**src/rtl/prbs_iq_gen.sv**
```systemverilog
// prbs_iq_gen: spreads a latched PRBS code into 2-bit (magnitude/sign) I/Q samples.
// Supports a selectable carrier quadrant, code-phase offset, sample rate divider,
// a finite or endless period count and LFSR-driven sign-flip noise.
module prbs_iq_gen #(
    parameter int unsigned  PRBS_SIZE = 64,
    localparam int unsigned CW        = $clog2(PRBS_SIZE)
) (
    input  logic                 clk,
    input  logic                 resetn,
    input  logic                 start,
    input  logic                 stop,
    input  logic [PRBS_SIZE-1:0] code,
    input  logic [CW-1:0]        start_chip,
    input  logic [15:0]          rate_div,
    input  logic [15:0]          n_periods,
    input  logic                 amp,
    input  logic [1:0]           phase,
    input  logic                 noise_en,
    input  logic [7:0]           noise_thr,
    output logic                 I_mag,
    output logic                 I_sig,
    output logic                 Q_mag,
    output logic                 Q_sig,
    output logic                 oVld,
    output logic                 epoch,
    output logic                 busy
);

    typedef enum logic [0:0] {StIdle, StRun} state_e;

    state_e               state_q, state_d;
    logic [PRBS_SIZE-1:0] code_q, code_d;
    logic [CW-1:0]        idx_q, idx_d;
    logic [CW-1:0]        chip_q, chip_d;
    logic [15:0]          rate_q, rate_d;
    logic [15:0]          nper_q, nper_d;
    logic [15:0]          div_q, div_d;
    logic [15:0]          period_q, period_d;
    logic [7:0]           lfsr_q, lfsr_d;
    logic                 emit;

    logic                 i_mag_q, i_sig_q, q_mag_q, q_sig_q;
    logic                 vld_q, epoch_q, busy_q;

    logic                 base_sig;
    logic                 i_sig_d, q_sig_d;
    logic [7:0]           lfsr_swap;
    logic                 stop_only;

    assign stop_only = stop & ~start;

    // Next-state: configuration latch, rate divider, chip/period counters, LFSR.
    always_comb begin
        state_d  = state_q;
        code_d   = code_q;
        idx_d    = idx_q;
        chip_d   = chip_q;
        rate_d   = rate_q;
        nper_d   = nper_q;
        div_d    = div_q;
        period_d = period_q;
        lfsr_d   = lfsr_q;
        emit     = 1'b0;
        if (start) begin
            // Restart reloads everything except the noise LFSR.
            state_d  = StRun;
            code_d   = code;
            idx_d    = CW'(32'(start_chip) % PRBS_SIZE);
            rate_d   = rate_div;
            nper_d   = n_periods;
            div_d    = '0;
            chip_d   = '0;
            period_d = '0;
        end else if (stop) begin
            state_d = StIdle;
        end else if (state_q == StRun) begin
            div_d = (div_q == rate_q) ? '0 : div_q + 16'd1;
            if (div_q == '0) begin
                emit   = 1'b1;
                lfsr_d = {lfsr_q[6:0], lfsr_q[7] ^ lfsr_q[5] ^ lfsr_q[4] ^ lfsr_q[3]};
                idx_d  = (idx_q == CW'(PRBS_SIZE - 1)) ? '0 : idx_q + CW'(1);
                // Period completion counts samples, so it ignores the start offset.
                if (chip_q == CW'(PRBS_SIZE - 1)) begin
                    chip_d   = '0;
                    period_d = period_q + 16'd1;
                    if (nper_q != 16'd0 && period_q == nper_q - 16'd1) begin
                        state_d = StIdle;
                    end
                end else begin
                    chip_d = chip_q + CW'(1);
                end
            end
        end
    end

    // Sample signs: quadrant mapping followed by optional noise flips.
    always_comb begin
        lfsr_swap = {lfsr_q[3:0], lfsr_q[7:4]};
        base_sig  = code_q[idx_q];
        i_sig_d   = base_sig ^ (phase[0] ^ phase[1]) ^ (noise_en & (lfsr_q < noise_thr));
        q_sig_d   = base_sig ^ phase[1] ^ (noise_en & (lfsr_swap < noise_thr));
    end

    // Control and counter state.
    always_ff @(posedge clk or negedge resetn) begin
        if (!resetn) begin
            state_q  <= StIdle;
            code_q   <= '0;
            idx_q    <= '0;
            chip_q   <= '0;
            rate_q   <= '0;
            nper_q   <= '0;
            div_q    <= '0;
            period_q <= '0;
            lfsr_q   <= 8'hFF;
        end else begin
            state_q  <= state_d;
            code_q   <= code_d;
            idx_q    <= idx_d;
            chip_q   <= chip_d;
            rate_q   <= rate_d;
            nper_q   <= nper_d;
            div_q    <= div_d;
            period_q <= period_d;
            lfsr_q   <= lfsr_d;
        end
    end

    // Registered outputs; sample bits hold between strobes.
    always_ff @(posedge clk or negedge resetn) begin
        if (!resetn) begin
            i_mag_q <= 1'b0;
            i_sig_q <= 1'b0;
            q_mag_q <= 1'b0;
            q_sig_q <= 1'b0;
            vld_q   <= 1'b0;
            epoch_q <= 1'b0;
            busy_q  <= 1'b0;
        end else begin
            vld_q   <= emit;
            epoch_q <= emit & (idx_q == '0);
            // Lags the state by one edge so busy rises with the first strobe.
            busy_q  <= (state_q == StRun) & ~stop_only;
            if (emit) begin
                i_mag_q <= amp;
                q_mag_q <= amp;
                i_sig_q <= i_sig_d;
                q_sig_q <= q_sig_d;
            end
        end
    end

    assign I_mag = i_mag_q;
    assign I_sig = i_sig_q;
    assign Q_mag = q_mag_q;
    assign Q_sig = q_sig_q;
    assign oVld  = vld_q;
    assign epoch = epoch_q;
    assign busy  = busy_q;

endmodule

```
**config.mk**
```make
export PLATFORM = sky130hd
export DESIGN_NAME = prbs_iq_gen
export DESIGN_NICKNAME = d
export VERILOG_FILES = /design/src/rtl/prbs_iq_gen.sv
export SDC_FILE = /design/constraint.sdc
export NUM_CORES = 1
export LEC_CHECK = 0
export ABC_CLOCK_PERIOD_IN_PS = 2430
export BUFFER_PORTS_ARGS = -buffer_cell sky130_fd_sc_hd__buf_4
export CORE_ASPECT_RATIO = 0.8
export CORE_MARGIN = 2
export CORE_UTILIZATION = 39
export DETAILED_ROUTE_END_ITERATION = 16
export SLEW_MARGIN = 0
export SYNTH_ARGS = -nofsm -noshare
export SYNTH_HDL_FRONTEND = slang
export SYNTH_SLANG_ARGS = --single-unit
```
**constraint.sdc**
```tcl
create_clock -name clk -period 2.43 [get_ports clk]
set_input_delay 0.1215 -clock clk [delete_from_list [all_inputs] [get_ports clk]]
set_output_delay 0.1215 -clock clk [all_outputs]
set_load 0.1 [all_outputs]
```
==> flow_summary_export.csv, run 1 <==
group,metric,value,unit
timing,post-route-min-period,2.48,ns
floorplanning,die_w,166,um
critical_path,worst-path-max-fanout,6,
drt,vias,6399,
drt,post_drt_wl_per_cell,15.8,um
synth,yosysSeqAreaShare,47.4,%
global_route,grt_use_total,18.9,%
power_and_ir_drop,p_clk_share,38.6,%
drt,wl,20.1,mm
drt,drc,0,
drt,dr.pass1.iters,4,
power_and_ir_drop,ir_worst_vdd,0.429,mV
clocking,path_clk_slew,0.06,ns
power_and_ir_drop,p_seq_share,41.3,%
timing,slew_violations,0,
cells_and_area,fin_area,11400,um^2
synth,yosys.area.top_type,"dfrtp_1",
synth,synth_most_common_cell,"dfrtp_1",
critical_path,worst-endpoint-arrival,2.84,ns
power_and_ir_drop,leakagePower,5.10,nW
cells_and_area,nNetsFinal,1134,
critical_path,crit_slowest_cell,"dfrtp_2",
critical_path,crit_required,2.79,ns
critical_path,crit_path_end_kind,"register",
floorplanning,rows,47,
global_route,grt_pass1_vias,6394,
synth,ys.warnings.count,0,
power_and_ir_drop,cellPowerDensity,626,nW/um^2
floorplanning,die_area,22200,um^2
cells_and_area,areaGrowthSynthToFinish,38.7,%
global_route,grt_max_degree,113,
hold_path,hold_class,"in2reg",
synth,yosys-top-cells-area,"dfrtp_1 (45%), mux2_2 (13%), xor2_1 (3.8%)",
critical_path,rrSetupSlack,-0.05,ns
timing,min_period_over_period,102,%
power_and_ir_drop,p_switching,2.06,mW
clocking,cts_made_buffers,17,
synth,postSynth.asyncResetShare,100,%
critical_path,slowest_delay,0.44,ns
synth,syn_avg_cell_area,11.0,um^2
timing,hold_viol_final,0,
status,violations,"negative setup slack",
place,place_ws,-0.0284,ns
global_route,grt_pass1_wl,33.3,mm
floorplanning,pin_count,125,
drt,vias_per_cell,5.02,
job,drv_cap,0,
floorplanning,die_h,134,um
clocking,cts_tree,"yes",
floorplanning,core_area,20600,um^2
critical_path,crit_path_cell_trace,"buf_12 -> buf_4 -> mux2i_1 -> a211o_1 -> a221oi_1 -> nor4_2 -> buf_4 -> xnor2_2 -> mux2_4 -> and3_4 -> nor3_2",
clocking,cts_root_buf,"clkbuf_16",
cells_and_area,layout-drive-gt1-share,32.8,%
power_and_ir_drop,switching_share,28.9,%
drt,drt_iter0_markers,401,
synth,ys_types,62,
place,port-buffer-count,124,
critical_path,start_kind,"register",
synth,ys.flop_type,"dfrtp_1",
timing,slew_headroom,58.8,%
timing,clock_skew,0.0111,ns
timing,grt_setup_unrepaired,"yes",
status,status,"finished, violations left",
power_and_ir_drop,p_int,5.07,mW
timing,setup_ws,-0.0486,ns
synth,synthTopCellsByCount,"dfrtp_1 (147), mux2_2 (97), nand2_1 (64)",
synth,synth_area,8200,um^2
synth,synth_enable_flop_cells,0,
place,placed_area,9570,um^2
timing,final-setup-viol-count,2,
power_and_ir_drop,p_comb_share,20.2,%
timing,tightest_slew,0.618,ns
cells_and_area,nFillCells,1776,
clocking,cts.sinks,155,
drt,antenna_left,0,
global_route,gr-total-overflow,0,
clocking,clockBufferDepth,2,
cells_and_area,antenna_cells,0,
place,globalplace.congestion,0.811,
synth,synth_cells,747,
timing,fmax,403,MHz
place,dp_hpwl,13.6,mm
global_route,antenna_found_initial,0,
clocking,htree_levels,4,
floorplanning,start_util,39.7,%
synth,yosysTopAreaCellShare,44.9,%
synth,ys_ff_latch,155,
timing,fin_hold_ws,0.0489,ns
clocking,clk_latency,0.44,ns
synth,synth_nets,887,
critical_path,crit_type,"reg2reg",
critical_path,crit_top_cell,"buf_4",
-- power by group through the flow --
stage          clock, mW  sequential, mW  combinational (mW)
4_1_cts             2.80            2.94                1.42
6_report            2.75            2.94                1.44
3_5_place_dp           0            2.99                1.25
2_1_floorplan          0            3.07               0.711
3_3_place_gp           0            2.99                1.24
5_1_grt             2.91            2.97                1.55
-- cell type report --
| type | instances | area [um^2] | area share [%] |
|---|---|---|---|
| Sequential cell | 155 | 3890 | 34.2 |
| Inverter | 21 | 78.8 | 0.693 |
| Clock buffer | 17 | 425 | 3.74 |
| Multi-Input combinational cell | 531 | 4130 | 36.3 |
| Timing Repair Buffer | 268 | 2340 | 20.6 |
| Tap cell | 269 | 337 | 2.96 |
| Clock inverter | 14 | 171 | 1.51 |
-- worst max-delay path, delay by kind of cell (launching register included) --
family                    cells  cell delay, ns
AOI/OAI and AO/OA             2            0.57
xor gates and xnor gates      1            0.13
buffers and inverters         3            0.45
DFF                           1            0.44
muxes                         2            0.39
and+or+nand+nor               3            0.41
-- metal layers --
metal  track usage, %  wire (um)  up-vias
met4             6.09        190        0
met1             27.7      10200     3102
met3             3.39        729       15
met5                0          0        -
met2             28.3       8920      116
li1                 -          -     3166
-- final timing paths --
| path | from | end | depth (start not counted) |
|---|---|---|---|
| max | idx_q[0]$_DFFE_PN0P_ | I_sig$_DFFE_PN0P_ | 11 |
| min | start_chip[0] | idx_q[0]$_DFFE_PN0P_ | 4 |
| max reg2reg | idx_q[0]$_DFFE_PN0P_ | I_sig$_DFFE_PN0P_ | 11 |
| min reg2reg | lfsr_q[0]$_DFFE_PN1P_ | lfsr_q[1]$_DFFE_PN1P_ | 2 |
| max in group asynchronous | resetn | rate_q[15]$_DFFE_PN0P_ | 3 |
| min in group asynchronous | resetn | code_q[35]$_DFFE_PN0P_ | 2 |
-- metrics by stage --
stage	utilization (%)	std cells	total power [mW]	TNS, ns
6_report	55.1	1275	7.13	-0.0591
5_1_grt	55.1	1275	7.44	-0.237
4_1_cts	54.6	1269	7.17	-0.0138
3_5_place_dp	46.4	1131	4.24	-0.0311
3_3_place_gp	46.4	1131	4.23	0
2_1_floorplan	-	747	3.78	0
-- registers in the layout, indices dropped and copies added (netlist names) --
| register | flops |
|---|---|
| nper_q | 16 |
| idx_q | 6 |
| chip_q | 6 |
| busy | 1 |
| lfsr_q | 8 |
| I_sig | 1 |
| Q_sig | 1 |
| Q_mag | 1 |
| oVld | 1 |
| epoch | 1 |
| code_q | 64 |
| rate_q | 16 |
| div_q | 16 |
| period_q | 16 |
| state_q | 1 |
-- repair_timing --
item,CTS,global route
setup buffers,2,7
endpoints found under the hold margin,147,0
hold buffers,104,0
pin swaps,0,6
endpoints found under the setup margin,2,10
cloned,1,0
resized for setup,4,12
-- layout by cell type, fill, tap and decap left out, types with 10 or more instances in the layout --
cell type	count
o21ai_0	38
nor2_1	48
xnor2_1	19
o21ai_1	11
mux2i_1	14
buf_4	158
mux2_2	97
nand4_1	15
nand3_1	20
nor4_1	10
xor2_1	36
nand2_1	64
inv_1	16
ha_1	22
dlygate4sd3_1	104
clkbuf_16	17
and3_1	15
a21oi_1	19
dfrtp_1	145
-- kinds of logic (layout without fill, tap and decap cells) --
logic type / count (synthesis) / after routing / synth area share (%)
simple gates: 226 / 226 / 14.1
flops: 155 / 155 / 47.4
mux: 123 / 123 / 18.3
compound gates: 104 / 104 / 7.60
buf+inv: 61 / 320 / 3.20
xor+xnor: 56 / 56 / 5.98
fa+ha+maj: 22 / 22 / 3.36
Note: power is estimated with default switching activity, not from simulation.
==> run 2: changes to the inputs <==
- CORE_ASPECT_RATIO: 0.8 -> not set
==> flow_summary_export.csv, run 2 (synthesized netlist as in run 1, its figures left out) <==
group,metric,value,unit
drt,dr.pass1.iters,4,
job,drv_cap,0,
cells_and_area,largest_reg_flops,64,
cells_and_area,postLayoutCoreUtil,54.5,%
critical_path,worst-endpoint-arrival,2.70,ns
place,place_ws,-0.0662,ns
power_and_ir_drop,p_total,7.02,mW
drt,met1_length,8.89,mm
clocking,clockBufferDepth,2,
floorplanning,die_h,149,um
timing,fmax,419,MHz
global_route,grt_use_total,19.0,%
critical_path,start_kind,"register",
global_route,grt_pass1_wl,33.3,mm
power_and_ir_drop,p_clk_share,37.5,%
drt,topRoutingLayerUsed,"met4",
drt,met2WireLength,10.2,mm
hold_path,hold_class,"in2reg",
timing,hold_viol_final,0,
critical_path,crit_type,"reg2reg",
cells_and_area,areaGrowthSynthToFinish,38.3,%
power_and_ir_drop,p_seq_share,42.1,%
cells_and_area,nNetsFinal,1132,
global_route,antenna_found_initial,0,
cells_and_area,top_register,"code_q",
drt,vias,6422,
drt,post_drt_wl_per_cell,15.7,um
place,placed_area,9600,um^2
critical_path,worst-path-max-fanout,4,
power_and_ir_drop,leakagePower,5.08,nW
global_route,grt_max_degree,125,
global_route,grt_pass1_vias,6528,
clocking,cts.sinks,155,
power_and_ir_drop,cellPowerDensity,619,nW/um^2
clocking,path_clk_slew,0.07,ns
clocking,cts_tree,"yes",
drt,antenna_left,0,
clocking,cts_made_buffers,17,
global_route,gr-total-overflow,0,
critical_path,crit_path_end_kind,"register",
power_and_ir_drop,ir_worst_vdd,0.443,mV
floorplanning,die_area,22200,um^2
drt,wl,20.1,mm
power_and_ir_drop,p_comb_share,20.4,%
clocking,clk_latency,0.42,ns
cells_and_area,final_cell_mix,"buf_4 (154), dfrtp_1 (146), dlygate4sd3_1 (105)",
timing,clock_skew,0.00944,ns
drt,drc,0,
timing,slew_headroom,43.2,%
floorplanning,start_util,39.4,%
critical_path,crit_required,2.75,ns
cells_and_area,antenna_cells,0,
floorplanning,core_area,20800,um^2
timing,slew_violations,0,
timing,min_period_over_period,98.3,%
cells_and_area,layout-drive-gt1-share,32.7,%
floorplanning,die_w,149,um
power_and_ir_drop,switching_share,30.1,%
drt,drt_iter0_markers,244,
timing,final-setup-viol-count,0,
clocking,cts_root_buf,"clkbuf_16",
critical_path,rrSetupSlack,0.04,ns
drt,vias_per_cell,5.02,
cells_and_area,final_common_cell,"buf_4",
timing,setup_ws,0.0421,ns
power_and_ir_drop,p_switching,2.11,mW
floorplanning,rows,53,
place,globalplace.congestion,0.800,
cells_and_area,fin_area,11300,um^2
floorplanning,pin_count,125,
timing,post-route-min-period,2.39,ns
timing,grt_setup_unrepaired,"yes",
timing,tightest_slew,0.849,ns
place,dp_hpwl,14.1,mm
status,status,"finished, final reports clean",
place,port-buffer-count,124,
clocking,htree_levels,4,
power_and_ir_drop,p_int,4.91,mW
drt,route.met3.wl,731,um
[run 2: path summary, 6_finish.rpt]
| path | from | endpoint | depth (start not counted) |
|---|---|---|---|
| min reg2reg | lfsr_q[0]$_DFFE_PN1P_ | lfsr_q[1]$_DFFE_PN1P_ | 2 |
| max reg2reg | idx_q[0]$_DFFE_PN0P_ | Q_sig$_DFFE_PN0P_ | 8 |
| min in group asynchronous | resetn | nper_q[11]$_DFFE_PN0P_ | 2 |
| max in group asynchronous | resetn | idx_q[0]$_DFFE_PN0P_ | 3 |
| min | start_chip[0] | idx_q[0]$_DFFE_PN0P_ | 4 |
| max | idx_q[0]$_DFFE_PN0P_ | Q_sig$_DFFE_PN0P_ | 8 |
[run 2: layout make-up]
type / count / area (um^2)
Multi-Input combinational cell: 531 / 4100
Clock inverter: 15 / 175
Clock buffer: 17 / 425
Tap cell: 275 / 344
Sequential cell: 155 / 3890
Inverter: 21 / 78.8
Fill cell: 1825 / 9480
Timing Repair Buffer: 266 / 2320
[run 2: power by group through the flow]
stage / Combinational, mW / Clock (mW) / Sequential [mW]
after global routing: 1.55 / 2.83 / 2.98
after global placement: 1.23 / 0 / 3.00
after CTS: 1.40 / 2.70 / 2.95
final: 1.43 / 2.63 / 2.95
after detailed placement: 1.24 / 0 / 3.00
after floorplan: 0.711 / 0 / 3.07
[run 2: routing by layer]
layer,global-route usage (%),up-vias
li1,-,3159
met2,32.1,133
met4,5.43,0
met5,0,-
met1,24.5,3112
met3,4.31,18
[run 2: critical path, stage by stage, from the launching register on]
cell	delay [ns]
dfrtp_2	0.44
buf_6	0.12
mux4_2	0.48
o211a_1	0.25
nor4_4	0.33
xnor2_2	0.11
mux2_4	0.28
a211oi_2	0.18
o21ai_1	0.08
[run 2: timing repair]
item                       in CTS  in global routing
hold buffers                  105                  0
pin swaps                       0                  2
gates resized for setup         5                 14
setup endpoints to repair       2                  3
hold endpoints to repair      163                  0
buffers inserted                0                  3
[run 2: stage by stage]
stage	setup TNS [ns]	hold slack, ns	cells
floorplan	0	-0.174	747
global placement	-0.0390	0.137	1140
detailed placement	-0.118	0.131	1140
CTS	0	0.0782	1277
global route	-0.0755	0.0792	1280
finish	0	0.0772	1280
